File: config.mk
export PLATFORM = sky130hd
export DESIGN_NAME = ntt_cdma_sequencer
export DESIGN_NICKNAME = d
export VERILOG_FILES = /design/src/rtl/ntt_cdma_sequencer.sv
export SDC_FILE = /design/constraint.sdc
export NUM_CORES = 1
export LEC_CHECK = 0
export CORE_MARGIN = 2
export CORE_UTILIZATION = 42
export CTS_CLUSTER_DIAMETER = 150
export CTS_CLUSTER_SIZE = 28
export DETAILED_ROUTE_END_ITERATION = 7
export GPL_TIMING_DRIVEN = 0
export PLACE_DENSITY_LB_ADDON = 0.15
export SLEW_MARGIN = 20
export SYNTH_ARGS = -nofsm -noshare
export SYNTH_HDL_FRONTEND = slang
export SYNTH_SLANG_ARGS = --single-unit
File: constraint.sdc
create_clock -name ACLK -period 8.13 [get_ports ACLK]
set_input_delay 1.2195 -clock ACLK [delete_from_list [all_inputs] [get_ports ACLK]]
set_output_delay 1.2195 -clock ACLK [all_outputs]
set_load 0.01 [all_outputs]
File: src/rtl/ntt_cdma_sequencer.sv
// Drives an AXI CDMA and an NTT core over AXI-Lite: DDR->BRAM load, NTT run, BRAM->DDR store.
// Optional SEQ_TIMEOUT_EN adds a bounded wait on each IRQ.
module ntt_cdma_sequencer #(
  parameter logic [31:0] C_CDMA_BASE      = 32'h7E20_0000,
  parameter logic [31:0] C_NTT_CTRL_BASE  = 32'h43C0_0000,
  parameter logic [31:0] C_NTT_DATA_BASE  = 32'h7600_0000,
  parameter int unsigned C_BTT            = 512,
  parameter int unsigned C_TIMEOUT_CYCLES = 65535
) (
  input  logic        ACLK,
  input  logic        ARESETn,
  input  logic        start,
  input  logic        mode,
  input  logic [31:0] ddr_addr,
  input  logic        cdma_irq,
  input  logic        ntt_irq,
  output logic        busy,
  output logic        done,
  output logic        error,
  output logic [31:0] m_awaddr,
  output logic        m_awvalid,
  input  logic        m_awready,
  output logic [31:0] m_wdata,
  output logic [3:0]  m_wstrb,
  output logic        m_wvalid,
  input  logic        m_wready,
  input  logic [1:0]  m_bresp,
  input  logic        m_bvalid,
  output logic        m_bready,
  output logic [31:0] m_araddr,
  output logic        m_arvalid,
  input  logic        m_arready,
  input  logic [31:0] m_rdata,
  input  logic [1:0]  m_rresp,
  input  logic        m_rvalid,
  output logic        m_rready
);

  typedef enum logic [4:0] {
    IDLE, INIT_CR, LD_SA, LD_DA, LD_BTT, LD_WAIT, LD_SR, LD_CLR,
    NTT_GO, NTT_REL, NTT_WAIT, NTT_ACK, ST_SA, ST_DA, ST_BTT, ST_WAIT,
    ST_SR, ST_CLR, DONE, ERR
  } state_t;

  state_t      state, nxt;
  logic        init_done, txn, mode_q;
  logic [31:0] ddr_q;
  logic        is_wr, is_rd, is_wait, irq_sel, to_hit;

  function automatic state_t succ(input state_t s);
    case (s)
      INIT_CR:  return LD_SA;
      LD_SA:    return LD_DA;
      LD_DA:    return LD_BTT;
      LD_BTT:   return LD_WAIT;
      LD_WAIT:  return LD_SR;
      LD_SR:    return LD_CLR;
      LD_CLR:   return NTT_GO;
      NTT_GO:   return NTT_REL;
      NTT_REL:  return NTT_WAIT;
      NTT_WAIT: return NTT_ACK;
      NTT_ACK:  return ST_SA;
      ST_SA:    return ST_DA;
      ST_DA:    return ST_BTT;
      ST_BTT:   return ST_WAIT;
      ST_WAIT:  return ST_SR;
      ST_SR:    return ST_CLR;
      ST_CLR:   return DONE;
      default:  return IDLE;
    endcase
  endfunction

  assign is_wr = state inside {INIT_CR, LD_SA, LD_DA, LD_BTT, LD_CLR, NTT_GO, NTT_REL,
                               NTT_ACK, ST_SA, ST_DA, ST_BTT, ST_CLR};
  assign is_rd   = state inside {LD_SR, ST_SR};
  assign is_wait = state inside {LD_WAIT, NTT_WAIT, ST_WAIT};
  assign irq_sel = (state == NTT_WAIT) ? ntt_irq : cdma_irq;

  assign busy     = (state != IDLE) && (state != ERR);
  assign done     = (state == DONE);
  assign m_wstrb  = 4'hF;
  assign m_bready = is_wr;
  assign m_rready = is_rd;
  assign m_araddr = C_CDMA_BASE + 32'h04;

  // Address and data are pure functions of the state and the latched job, so they hold while valid is up
  always_comb begin
    m_awaddr = C_CDMA_BASE;
    m_wdata  = '0;
    case (state)
      INIT_CR:          m_wdata = 32'h0000_1000;
      LD_SA:            begin m_awaddr = C_CDMA_BASE + 32'h18; m_wdata = ddr_q;           end
      LD_DA:            begin m_awaddr = C_CDMA_BASE + 32'h20; m_wdata = C_NTT_DATA_BASE; end
      ST_SA:            begin m_awaddr = C_CDMA_BASE + 32'h18; m_wdata = C_NTT_DATA_BASE; end
      ST_DA:            begin m_awaddr = C_CDMA_BASE + 32'h20; m_wdata = ddr_q;           end
      LD_BTT, ST_BTT:   begin m_awaddr = C_CDMA_BASE + 32'h28; m_wdata = 32'(C_BTT);      end
      LD_CLR, ST_CLR:   begin m_awaddr = C_CDMA_BASE + 32'h04; m_wdata = 32'h0000_F000;   end
      NTT_GO:           begin m_awaddr = C_NTT_CTRL_BASE; m_wdata = {30'b0, mode_q, 1'b1}; end
      NTT_REL, NTT_ACK: m_awaddr = C_NTT_CTRL_BASE;
      default: ;
    endcase
  end

  always_comb begin
    nxt = state;
    case (state)
      IDLE:      if (start) nxt = init_done ? LD_SA : INIT_CR;
      DONE, ERR: nxt = IDLE;
      default: begin
        if (is_wr && txn && m_bvalid)
          nxt = (m_bresp != 2'b00) ? ERR : succ(state);
        else if (is_rd && txn && m_rvalid)
          nxt = (m_rresp != 2'b00 || m_rdata[13]) ? ERR : succ(state);
        else if (is_wait)
          nxt = irq_sel ? succ(state) : (to_hit ? ERR : state);
      end
    endcase
  end

  always_ff @(posedge ACLK or negedge ARESETn) begin
    if (!ARESETn) state <= IDLE;
    else          state <= nxt;
  end

  always_ff @(posedge ACLK or negedge ARESETn) begin
    if (!ARESETn) begin
      init_done <= 1'b0;
      txn       <= 1'b0;
      mode_q    <= 1'b0;
      ddr_q     <= '0;
      error     <= 1'b0;
      m_awvalid <= 1'b0;
      m_wvalid  <= 1'b0;
      m_arvalid <= 1'b0;
    end else begin
      if (state == IDLE && start) begin
        mode_q <= mode;
        ddr_q  <= ddr_addr;
        error  <= 1'b0;
      end
      if (nxt == ERR) error <= 1'b1;
      if (state == INIT_CR && nxt == LD_SA) init_done <= 1'b1;
      if (nxt != state) begin
        txn       <= 1'b0;
        m_awvalid <= 1'b0;
        m_wvalid  <= 1'b0;
        m_arvalid <= 1'b0;
      end else if ((is_wr || is_rd) && !txn) begin
        txn       <= 1'b1;
        m_awvalid <= is_wr;
        m_wvalid  <= is_wr;
        m_arvalid <= is_rd;
      end else begin
        if (m_awvalid && m_awready) m_awvalid <= 1'b0;
        if (m_wvalid && m_wready)   m_wvalid  <= 1'b0;
        if (m_arvalid && m_arready) m_arvalid <= 1'b0;
      end
    end
  end

`ifdef SEQ_TIMEOUT_EN
  logic [31:0] wait_cnt;
  always_ff @(posedge ACLK or negedge ARESETn) begin
    if (!ARESETn)                     wait_cnt <= '0;
    else if (!is_wait || nxt != state) wait_cnt <= '0;
    else                              wait_cnt <= wait_cnt + 32'd1;
  end
  assign to_hit = (wait_cnt == C_TIMEOUT_CYCLES - 1);
  logic unused_ok;
  assign unused_ok = ^{m_rdata[31:14], m_rdata[12:0]};
`else
  assign to_hit = 1'b0;
  logic unused_ok;
  assign unused_ok = ^{m_rdata[31:14], m_rdata[12:0], (C_TIMEOUT_CYCLES != 0)};
`endif

endmodule
## Word level (Yosys, flattened, before mapping)

Memory sizes are Yosys's and may differ from the RTL's.
Index checks and enable logic that the tools add are counted.

| word-level totals | value |
|---|---|
| register bits | 44 |
| latch bits | 0 |
| bits in writable memories | 0 |
| ROM bits | 480 |
| input port bits | 79 |
| output and inout port bits | 108 |
| logic and storage cells | 94 |
| memories kept | 3 |

Memory list:

| memory | words | bits a word | rd ports | clocked after Yosys merged registers in | wr ports | RTL line | source |
|---|---|---|---|---|---|---|---|
| (name not given) | 32 | 5 | 1 | 0 | 0 | 51 | `case (s)` |
| (name not given) | 32 | 5 | 1 | 0 | 0 | 51 |  |
| (name not given) | 32 | 5 | 1 | 0 | 0 | 51 |  |

| cells by class | value |
|---|---|
| add/sub/neg operators | 0 |
| $mul | 0 |
| div/mod/pow operators | 0 |
| order comparisons | 0 |
| equality and inequality tests | 23 |
| shift-type cells | 0 |
| mux-type cells | 25 |
| bitwise operators | 0 |
| reductions and logical operators | 34 |

Operator list:

| cell | number |
|---|---|
| one-hot mux 32 bit (6 select lines) | 1 |
| one-hot mux 30 bit (5 select lines) | 1 |
| == test 5 x 4 -> 1 bit, second input constant | 8 |
| two-way mux 5 bit | 7 |
| == test 5 bit, second input constant | 5 |
| == test 5 x 3 -> 1 bit, second input constant | 4 |
| == test 5 x 2 -> 1 bit, second input constant | 3 |
| two-way mux 1 bit | 14 |
| OR reduction 2 bit | 7 |
| nonzero test 12 bit | 1 |
| nonzero test 3 bit | 4 |
| logical AND 1 bit | 11 |
| one-hot mux 5 bit (2 select lines) | 1 |
| nonzero test 2 bit | 5 |
| == test 5 x 1 -> 1 bit, second input constant | 1 |
| logical NOT 5 bit | 1 |
| != test 5 bit | 1 |
| != test 5 bit, second input constant | 1 |
| nonzero test 5 bit | 1 |
| OR reduction 3 bit | 1 |
| logical OR 1 bit | 2 |
| two-way mux 2 bit | 1 |
| logical NOT 1 bit | 1 |

## Depth between registers and ports, before layout

| depth | value |
|---|---|
| depth after elaboration | 9 |
| depth in mapped cells | 11 |
| mapped depth without buffers | 9 |

## Least setup slack after synthesis

Ideal clock, no wire load.

| timing path | value |
|---|---|
| path type | register to output |
| start point | register state[4] |
| end point | output port m_wdata[13] |
| data arrival time | 1.886 ns |
| data required time | 6.911 ns |
| path slack | 5.025 ns |
| cell stages (with the launch flop) | 8 |
| path buffers | 4 |
| cell sequence | dfrtp_1 -> buf_6 -> clkbuf_1 -> clkbuf_1 -> buf_1 -> a21oi_1 -> nor2_1 -> a21o_1 |

| on the way | value |
|---|---|
| word-level cells in the longest chain between the ends | 3 |
| elaborated cells on any way between the ends | 15 |
| those cells by class | eq/ne: 10; mux: 1; reduce/logical: 4 |

RTL lines:

| element | RTL line | source |
|---|---|---|
| start: declaration | 45 | `state_t state, nxt;` |
| start signal: assignment | 122 | `else state <= nxt;` |
| == test 5 x 3 -> 1 bit (tied with other cells) | 90 | `case (state)` |
| OR reduction 2 bit, on equally long branches | - |  |
| one-hot mux 32 bit (6 select lines) * | 90 |  |
| end: declaration | 23 | `output logic [31:0] m_wdata,` |

Mark *: on every way between the ends. The rest lies on a longest branch, timed or not.

## Worst setup path after layout

| timing path | value |
|---|---|
| start point | register state[1] |
| end point | output port m_wdata[22] |

Same word-level chain as after synthesis.

==> results.py <==
metrics = {
    "place": {
        "dp_hpwl_um": 6670,
        "portBuffers": 99,
        "gp_congestion": 0.911,
        "pre_cts_slack_ns": 4.11,
    },
    "sta": {
        "hold_slack_ns": 0.505,
        "fin_worst_skew_ns": 0.0109,
        "final_max_slew_viol_count": 0,
        "final.setup.tns_ns": 0,
        "fin_crit_sh": 0.534,
        "tightest_slew_ns": 0.609,
        "setup_viol": 0,
        "rsz0062_at_grt": "no",
        "relSlewSlack": 0.594,
        "layout_min_cycle_time_ns": 4.34,
        "finalHoldViolCount": 0,
        "fmax_ghz": 0.230,
        "fin_ws_ns": 3.79,
    },
    "yosys": {
        "synth_cell_types": 58,
        "ys.flop_type": "dfrtp_1",
        "synth_area_leader_cell": "dfrtp_1",
        "synth.top_cell.area_share": 0.334,
        "ys_seq_elements": 44,
        "syn_area_um2": 3290,
        "seq_area_frac_synth": 0.334,
        "yosysWarnings": 0,
        "synthTopCellsByArea": "dfrtp_1 (33%), buf_4 (14%), mux2_2 (13%)",
        "yosysMostFrequentCell": "buf_4",
        "synth_commonest_cells": "buf_4 (62), dfrtp_1 (44), mux2_2 (37), and2_1 (22), nand2_1 (21)",
        "synth-edff-count": 0,
        "avgSynthCellArea_um2": 9.69,
        "async_reset_ff_frac": 1.00,
        "synth_cells": 340,
    },
    "outcome": {
        "status": "finished clean",
    },
    "worst_setup_path": {
        "cp-end-kind": "output port",
        "required_ns": 6.91,
        "worstPathMaxFanout": 10,
        "rr_worst_depth": 11,
        "arrival_ns": 3.12,
        "cp_slowest_cell": "clkdlybuf4s50_1",
        "worst_setup_path_start_kind": "flop",
        "worst-setup-path-type": "reg2out",
        "crit_path_cell_trace": "inv_1 -> ha_1 -> nand3_1 -> a21oi_1 -> clkbuf_1 -> and2_1 -> clkdlybuf4s50_1",
        "cpPeakStageDelay_ns": 0.54,
    },
    "flow_run": {
        "maxCapViolCount": 0,
    },
    "power": {
        "p_seq_frac": 0.237,
        "p_int_w": 0.000968,
        "ir_drop_mv": 0.150,
        "p_total_w": 0.00161,
        "powerDensity_nw_per_um2": 340,
        "pwr-share-comb": 0.653,
        "p_leak_nw": 2.21,
        "p_sw_frac": 0.400,
        "clockPowerShare": 0.110,
        "net-switching-power_w": 0.000645,
    },
    "floorplanning": {
        "die_y_um": 92.6,
        "die_area_um2": 8570,
        "start_util": 0.431,
        "rows": 32,
        "die_w_um": 92.6,
        "placeableCoreArea_um2": 7650,
        "ios": 187,
    },
    "global_routing": {
        "grt_start_max_net_pins": 24,
        "grt_usage": 0.200,
        "grt_pass1_wl_um": 13800,
        "grt_pass1_vias": 2785,
        "antenna_found_initial": 0,
        "grt_overflow": 0,
    },
    "cts": {
        "cts_resized": 0,
        "htree_levels": 2,
        "cts_hold_buf": 0,
        "root_buffer": "clkbuf_8",
        "cts_setup_buffers": 0,
        "clock-sinks": 44,
        "clk_pin_slew_ns": 0.09,
        "clockBufferDepth": 2,
        "cts_buffers": 5,
        "clk_latency_ns": 0.31,
        "cts_tree": "yes",
    },
    "route": {
        "drt_wl_total_um": 8450,
        "first_iter_violations": 179,
        "vias_per_cell": 4.83,
        "dr_total_vias": 2919,
        "drc": 0,
        "wl_per_cell_um": 14.0,
        "dr.pass1.iters": 4,
        "ant_nets": 0,
    },
    "final_layout": {
        "final_util": 0.620,
        "diodes": 0,
        "layout.nets": 585,
        "regArea_um2": 1100,
        "multi_input_area_um2": 1810,
        "drive_gt1_frac": 0.257,
        "fillers": 671,
        "area_delta_synth_final_pct": 44.1,
    },
    "min_path": {
        "hold_class": "reg2reg",
        "whs_path_depth": 1,
    },
}
## cells in the final DEF (no fill, tap or decap), drive strengths merged, types with 4 or more instances in the layout
master and instances:
a21o 15, conb 56, and2 22, nor2b 4
buf 71, nand3 13, nor4 6, o21ai 11
inv 7, nor2 8, ha 5, clkbuf 16
nand2 21, a21oi 16, nand2b 4, mux2 37
dfrtp 44, clkdlybuf4s50 98
## area by class of cell
class                   instances  share of cell area
multi-input cells             264               0.381
flip-flops and latches         44               0.232
repair buffers                100               0.212
plain buffers                  80               0.119
well taps                     102              0.0269
clock buffers                   5              0.0145
clock inverters                 3             0.00976
inverters                       6             0.00475
## registers in the layout, summed over array words and instances (netlist names)
name and cells:
ddr_q 32, m_awvalid 1, mode_q 1, m_arvalid 1, m_wvalid 1, state 5, init_done 1, txn 1
error 1
## cells by family (layout without fill, tap and decap cells)
family,Yosys count,in the layout,share of synthesized area
buffers and inverters,86,194,0.179
adder cells (fa/ha/maj),5,5,0.0190
XOR/XNOR,1,1,0.00266
AO/OA/AOI/OAI,69,69,0.167
flip-flops,44,44,0.334
other,2,56,0.00228
AND/OR/NAND/NOR,94,94,0.163
multiplexers,39,39,0.133
## routing by layer
| metal | share of wire | up-vias | wire, µm | GRT usage |
|---|---|---|---|---|
| li1 | - | 1397 | - | - |
| met1 | 0.40 | 1362 | 3410 | 0.244 |
| met2 | 0.47 | 150 | 4010 | 0.343 |
| met3 | 0.11 | 10 | 901 | 0.0602 |
| met4 | 0.015 | 0 | 129 | 0.0572 |
| met5 | 0 | - | 0 | 0 |
## worst max-delay path, delay by kind of cell, from the launching register on
| kind | cells | cell delay [ns] |
|---|---|---|
| adders and majority gates | 1 | 0.40 |
| buffers and inverters | 3 | 1.17 |
| DFF | 1 | 0.49 |
| and+or+nand+nor | 2 | 0.36 |
| AOI/OAI and AO/OA | 1 | 0.38 |
## power groups by stage
stage	Clock (W)	Sequential [W]	Combinational, W
global route	0.000192	0.000396	0.00114
finish	0.000178	0.000382	0.00105
global placement	0	0.000380	0.00103
floorplan	0	0.000366	0.000669
CTS	0.000185	0.000381	0.00106
detailed placement	0	0.000386	0.00105
## per-stage QoR
step | area (µm²) | std cells
global route | 4740 | 604
finish | 4740 | 604
global placement | 4610 | 595
floorplan | 3500 | 394
detailed placement | 4630 | 596
CTS | 4740 | 604
## worst paths after layout
path,start,endpoint,slack (ns)
setup / recovery,state[1]$_DFF_PN0_,m_wdata[22],3.79
hold / removal,ddr_q[24]$_DFFE_PN0P_,ddr_q[24]$_DFFE_PN0P_,0.50
setup reg to reg,state[1]$_DFF_PN0_,error$_DFFE_PN0P_,5.09
hold reg to reg,ddr_q[24]$_DFFE_PN0P_,ddr_q[24]$_DFFE_PN0P_,0.50
max in group asynchronous,ARESETn,ddr_q[5]$_DFFE_PN0P_,6.72
min in group asynchronous,ARESETn,m_wvalid$_DFFE_PN0P_,0.88
(Power assumes the default switching activity.)
